===== src/rtl/pipe_reg_elastic_if.sv =====
// ============================================================================
// pipe_reg_elastic_if
// Handshake bundle for one pipeline stage boundary: upstream (D) side with
// valid/ready/data/ctrl, downstream (E) side likewise, plus the stall count.
// Revision: 1.0 - initial release
// ============================================================================
`default_nettype none

interface pipe_reg_elastic_if #(
    parameter int DATA_W = 96,
    parameter int CTRL_W = 16,
    parameter int CNT_W  = 16
);
    logic              valid_d;
    logic              ready_d;
    logic [DATA_W-1:0] data_d;
    logic [CTRL_W-1:0] ctrl_d;
    logic              valid_e;
    logic              ready_e;
    logic [DATA_W-1:0] data_e;
    logic [CTRL_W-1:0] ctrl_e;
    logic [CNT_W-1:0]  stall_cnt_e;

    // Environment side: produces upstream items and downstream ready.
    modport master (
        output valid_d, data_d, ctrl_d, ready_e,
        input  ready_d, valid_e, data_e, ctrl_e, stall_cnt_e
    );

    // Register side: consumes upstream items and presents the head entry.
    modport slave (
        input  valid_d, data_d, ctrl_d, ready_e,
        output ready_d, valid_e, data_e, ctrl_e, stall_cnt_e
    );
endinterface

`default_nettype wire


===== src/rtl/pipe_reg_elastic.sv =====
// ============================================================================
// pipe_reg_elastic
// Elastic pipeline register with a two-entry skid buffer (main + skid),
// registered upstream ready, flush with control-bubble insertion and an
// optional saturating stall-cycle counter enabled by PIPE_STALL_CNT_EN.
// Revision: 1.0 - initial release
// ============================================================================
`default_nettype none

module pipe_reg_elastic #(
    parameter int DATA_W    = 96,
    parameter int CTRL_W    = 16,
    parameter bit ZERO_DATA = 1'b1,
    parameter int CNT_W     = 16
) (
    input  wire logic          clk,
    input  wire logic          rst,
    input  wire logic          clr,
    pipe_reg_elastic_if.slave  bus
);

    typedef enum logic [1:0] {
        S_EMPTY = 2'd0,   // main invalid
        S_BUSY  = 2'd1,   // main valid, skid empty
        S_FULL  = 2'd2    // main and skid valid
    } state_t;

    state_t            state, state_nxt;
    logic [DATA_W-1:0] main_data, main_data_nxt;
    logic [CTRL_W-1:0] main_ctrl, main_ctrl_nxt;
    logic [DATA_W-1:0] skid_data, skid_data_nxt;
    logic [CTRL_W-1:0] skid_ctrl, skid_ctrl_nxt;
    logic              ready_q;
    logic              main_valid;
    logic              acc;
    logic              rel;

    // Valid flags are implied by the state: main is valid outside EMPTY,
    // skid is valid only in FULL (which is also what drops ready).
    assign main_valid = (state != S_EMPTY);
    assign acc        = bus.valid_d & ready_q;
    assign rel        = main_valid & bus.ready_e;

    // Next-state and entry-load decisions; flush overrides any handshake.
    always_comb begin
        state_nxt     = state;
        main_data_nxt = main_data;
        main_ctrl_nxt = main_ctrl;
        skid_data_nxt = skid_data;
        skid_ctrl_nxt = skid_ctrl;
        if (clr) begin
            // An item accepted this cycle is discarded; one released this
            // cycle has already been delivered downstream.
            state_nxt     = S_EMPTY;
            main_ctrl_nxt = '0;
            skid_ctrl_nxt = '0;
            if (ZERO_DATA) begin
                main_data_nxt = '0;
                skid_data_nxt = '0;
            end
        end else begin
            case (state)
                S_EMPTY: begin
                    if (acc) begin
                        state_nxt     = S_BUSY;
                        main_data_nxt = bus.data_d;
                        main_ctrl_nxt = bus.ctrl_d;
                    end
                end
                S_BUSY: begin
                    if (acc && rel) begin
                        main_data_nxt = bus.data_d;
                        main_ctrl_nxt = bus.ctrl_d;
                    end else if (acc) begin
                        state_nxt     = S_FULL;
                        skid_data_nxt = bus.data_d;
                        skid_ctrl_nxt = bus.ctrl_d;
                    end else if (rel) begin
                        state_nxt     = S_EMPTY;
                    end
                end
                S_FULL: begin
                    // ready is low here, so no accept can coincide.
                    if (rel) begin
                        state_nxt     = S_BUSY;
                        main_data_nxt = skid_data;
                        main_ctrl_nxt = skid_ctrl;
                        skid_ctrl_nxt = '0;
                    end
                end
                default: begin
                    state_nxt = S_EMPTY;
                end
            endcase
        end
    end

    // State and entry registers; ready is registered from the next state so
    // it never depends combinationally on downstream ready.
    always_ff @(posedge clk) begin
        if (rst) begin
            state     <= S_EMPTY;
            main_data <= '0;
            main_ctrl <= '0;
            skid_data <= '0;
            skid_ctrl <= '0;
            ready_q   <= 1'b0;
        end else begin
            state     <= state_nxt;
            main_data <= main_data_nxt;
            main_ctrl <= main_ctrl_nxt;
            skid_data <= skid_data_nxt;
            skid_ctrl <= skid_ctrl_nxt;
            ready_q   <= (state_nxt != S_FULL);
        end
    end

    assign bus.ready_d = ready_q;
    assign bus.valid_e = main_valid;
    assign bus.data_e  = main_data;
    // Bubbles carry zero control so they can never commit side effects.
    assign bus.ctrl_e  = main_ctrl & {CTRL_W{main_valid}};

`ifdef PIPE_STALL_CNT_EN
    logic [CNT_W-1:0] stall_cnt;

    // Saturating count of cycles the head item is held by downstream;
    // only reset clears it, flush leaves it alone.
    always_ff @(posedge clk) begin
        if (rst) begin
            stall_cnt <= '0;
        end else if (main_valid && !bus.ready_e && (stall_cnt != {CNT_W{1'b1}})) begin
            stall_cnt <= stall_cnt + CNT_W'(1);
        end
    end

    assign bus.stall_cnt_e = stall_cnt;
`else
    assign bus.stall_cnt_e = '0;
`endif

endmodule

`default_nettype wire


===== src/flat_wrapper.sv =====
// flat-port wrapper written by rule: the top's interface ports become plain ports
module pipe_reg_elastic_flat 
#(
    parameter int DATA_W    = 96,
    parameter int CTRL_W    = 16,
    parameter bit ZERO_DATA = 1'b1,
    parameter int CNT_W     = 16
)
  (clk, rst, clr, bus_valid_d, bus_data_d, bus_ctrl_d, bus_ready_e, bus_ready_d, bus_valid_e, bus_data_e, bus_ctrl_e, bus_stall_cnt_e);
  pipe_reg_elastic_if #(.DATA_W(DATA_W), .CTRL_W(CTRL_W), .CNT_W(CNT_W)) bus_i ();
  input  wire logic clk;
  input  wire logic rst;
  input  wire logic clr;
  input wire logic [$bits(bus_i.valid_d)-1:0] bus_valid_d;
  input wire logic [$bits(bus_i.data_d)-1:0] bus_data_d;
  input wire logic [$bits(bus_i.ctrl_d)-1:0] bus_ctrl_d;
  input wire logic [$bits(bus_i.ready_e)-1:0] bus_ready_e;
  output wire logic [$bits(bus_i.ready_d)-1:0] bus_ready_d;
  output wire logic [$bits(bus_i.valid_e)-1:0] bus_valid_e;
  output wire logic [$bits(bus_i.data_e)-1:0] bus_data_e;
  output wire logic [$bits(bus_i.ctrl_e)-1:0] bus_ctrl_e;
  output wire logic [$bits(bus_i.stall_cnt_e)-1:0] bus_stall_cnt_e;
  assign bus_i.valid_d = bus_valid_d;
  assign bus_i.data_d = bus_data_d;
  assign bus_i.ctrl_d = bus_ctrl_d;
  assign bus_i.ready_e = bus_ready_e;
  assign bus_ready_d = bus_i.ready_d;
  assign bus_valid_e = bus_i.valid_e;
  assign bus_data_e = bus_i.data_e;
  assign bus_ctrl_e = bus_i.ctrl_e;
  assign bus_stall_cnt_e = bus_i.stall_cnt_e;
  pipe_reg_elastic #(.DATA_W(DATA_W), .CTRL_W(CTRL_W), .ZERO_DATA(ZERO_DATA), .CNT_W(CNT_W)) u_core (.clk(clk), .rst(rst), .clr(clr), .bus(bus_i));
endmodule

===== config.mk =====
export PLATFORM = sky130hd
export DESIGN_NAME = pipe_reg_elastic_flat
export DESIGN_NICKNAME = d
export VERILOG_FILES = /design/src/rtl/pipe_reg_elastic_if.sv /design/src/rtl/pipe_reg_elastic.sv /design/src/flat_wrapper.sv
export SDC_FILE = /design/constraint.sdc
export NUM_CORES = 1
export LEC_CHECK = 0
export ABC_CLOCK_PERIOD_IN_PS = 2120
export CAP_MARGIN = 20
export CELL_PAD_IN_SITES_DETAIL_PLACEMENT = 1
export CELL_PAD_IN_SITES_GLOBAL_PLACEMENT = 1
export CORE_ASPECT_RATIO = 1.75
export CORE_MARGIN = 5
export CORE_UTILIZATION = 35
export DETAILED_ROUTE_END_ITERATION = 7
export PLACE_DENSITY = 0.82
export SLEW_MARGIN = 20
export SYNTH_ARGS = -nofsm -noshare
export SYNTH_HDL_FRONTEND = slang
export SYNTH_SLANG_ARGS = --single-unit

===== constraint.sdc =====
create_clock -name clk -period 2.12 [get_ports clk]
set_clock_uncertainty 0.15 [all_clocks]
set_input_delay 0.424 -clock clk [delete_from_list [all_inputs] [get_ports clk]]
set_output_delay 0.424 -clock clk [all_outputs]
set_load 0.005 [all_outputs]

==> results <==
-- cells by family after synthesis --
family | after synthesis | share of synthesized area, %
flip-flops | 227 | 50.4
multiplexers | 113 | 12.5
other | 1 | 0.0416
AO/OA/AOI/OAI | 340 | 19.2
AND/OR/NAND/NOR | 255 | 11.6
buffers and inverters | 107 | 6.24
-- synth_stat cells (2+ instances only) --
cell,n
o21ai_0,62
nor2b_1,18
o21ai_1,50
mux2i_1,113
a21oi_1,224
clkbuf_1,40
dfxtp_1,227
nand3_1,16
nor2_1,4
buf_2,36
buf_4,24
nand2b_1,2
nand2_1,210
clkbuf_4,5
-- final timing paths --
kind	from	endpoint	slack, ns	depth (start not counted)
max	u_core.state[1]	bus_ctrl_e[0]	-0.01	5
min	u_core.skid_data[18]	u_core.skid_data[18]	0.30	2
max reg2reg	u_core.state[0]	u_core.bus.data_e[51]	0.15	7
min reg2reg	u_core.skid_data[18]	u_core.skid_data[18]	0.30	2
-- critical path: cells and delay by family, from the launching register on --
family | cells | cell delay, ns
buffers and inverters | 3 | 0.51
DFF | 1 | 0.34
and+or+nand+nor | 2 | 0.23
-- state kept, by name, summed over array words and instances (netlist names) --
| name | flops |
|---|---|
| u_core.skid_data | 96 |
| u_core.bus.ready_d | 1 |
| u_core.state | 2 |
| u_core.skid_ctrl | 16 |
| u_core.main_ctrl | 16 |
| u_core.bus.data_e | 96 |
-- layout make-up --
type                       instances  area [um2]
multi-input combinational        724        4010
sequential                       227        4550
antenna                            3        7.51
inverter                           1        3.75
fill                            2912       12800
clock buffer                      33         653
clock inverter                     6        62.6
timing repair buffer             277        2870
tap                              316         395
-- report_power, final --
| group | internal, W | total, W | leakage, nW | switching (W) |
|---|---|---|---|---|
| sequential | 0.00435 | 0.00440 | 1.84 | 0.0000510 |
| clock | 0.00226 | 0.00391 | 0.354 | 0.00165 |
| combinational | 0.000461 | 0.000855 | 2.98 | 0.000394 |
-- layer usage --
layer	global-route usage, %	vias up	part of all wire [%]
met2	35.4	213	53
met5	0	-	0
met1	20.9	3936	38
li1	-	3961	-
met4	8.57	0	4.4
met3	2.99	59	4.2
-- per-stage QoR --
stage	std cells	hold WS (ns)
2_1_floorplan	1058	0.286
3_3_place_gp	1538	0.291
3_5_place_dp	1538	0.297
4_1_cts	1581	0.307
5_1_grt	1587	0.326
6_report	1587	0.305
-- cells in the final DEF, fill, tap and decap left out, types with 16 or more instances in the layout --
| cell type | synthesis | routed |
|---|---|---|
| nand3_1 | 16 | 16 |
| nand2_1 | 210 | 210 |
| conb_1 | 1 | 16 |
| clkdlybuf4s50_1 | 0 | 213 |
| clkbuf_16 | 0 | 24 |
| o21ai_1 | 50 | 50 |
| buf_4 | 24 | 27 |
| nor2b_1 | 18 | 17 |
| o21ai_0 | 62 | 62 |
| mux2i_1 | 113 | 113 |
| a21oi_1 | 224 | 224 |
| dfxtp_1 | 227 | 224 |
| buf_12 | 0 | 19 |
-- what timing repair did --
item / CTS / global route
resized for setup: 25 / 20
cloned: 0 / 1
pin swaps: 1 / 1
endpoints found under the setup margin: 17 / 12
setup buffers: 4 / 2
hold buffers: 0 / 0
==> qor.csv <==
metric,value,unit
dpl ws,-0.270,ns
routed len/inst,18.6,um
die area,0.0292,mm2
# rows,77,
Syn Inst Count,1043,
crit-path max cell delay,0.34,ns
synthesized cell area,0.00902,mm2
"Design Area, Final",0.0125,mm2
vias per inst,5.15,
Tcrit/Tclk final,101,%
CP arrival,1.56,ns
crit path max fanout,3,
largest net degree at the start of global routing,64,
initial core utilization,35.6,%
WS Path Type,flip-flop to output pin,
Clock Pin Slew Worst Setup and Hold Paths,0.06,ns
Netlist cell types,26,
Critical Path RT,1.55,ns
I/O pin count,247,
startpoint type of the worst setup path,flip-flop,
number of synthesized register bits,227,
top-area cell type share of the netlist area,50.4,%
worst vdd ir,0.492,mV
Hold WC Path Type,flip-flop to flip-flop,
YS warnings,0,
fin worst setup slack,-0.0149,ns
Max Clock Freq,468,MHz
die width,131,um
Power Dens Cells,730,mW/mm2
layout cells sized above 1,7.81,%
final core occ,49.5,%
Avg Inst Size Synth,8.64,um2
P_leak,5.18,nW
post-detail-place hpwl,19800,um
CTS Buf Count,23,
max-slew violation count,0,
Detailed Route WL,29500,um
setup TNS,-0.0163,ns
Worst-Skew Late Latency,0.50,ns
DRC,0,
sequential area share after synthesis,50.4,%
# Max-Cap Violations,0,
port buffer count,230,
H-tree Lvls,1,
Final Total Pwr,0.00916,W
DR iter-0 viols,257,
root buffer cell,clkbuf_16,
Yosys top cell by area,dfxtp_1,
critical path's slowest cell,dfxtp_2,
Max clock buf depth,3,
crit path capture type,output pin,
RSZ-0062 raised after global routing,true,
"top cells by area, synth","dfxtp_1, mux2i_1, a21oi_1, nand2_1, o21ai_0",
Final min period,2.13,ns
Nets,1371,
Post-DP Area,0.0118,mm2
routability congestion estimate,0.781,
CORE AREA,0.0253,mm2
antenna-violating nets left,0,
status,finished with violations,
endpoints failing hold,0,
wire length of the first global-routing pass,46400,um
most frequent CP cell,buf_4,
CTS tree,yes,
violated checks,negative setup slack,
ys async rst share,0,%
vias in the first global route,8654,
Overall Global Routing Usage,19.0,%
Post-synth EDFFs,0,
via count,8169,
P&R area growth vs syn,39.2,%
initial antenna violation count,3,
CP cell instances,nor2_4 -> buf_4 -> buf_4 -> nor2b_1 -> dlygate4sd2_1,
commonest register cell after synthesis,dfxtp_1,
CTS Sinks,227,
final setup vio count,2,
Die H,222,um
TritonRoute pass-1 iters,5,
GR Overflow Total,0,
Note: power is estimated with default switching activity, not from simulation.
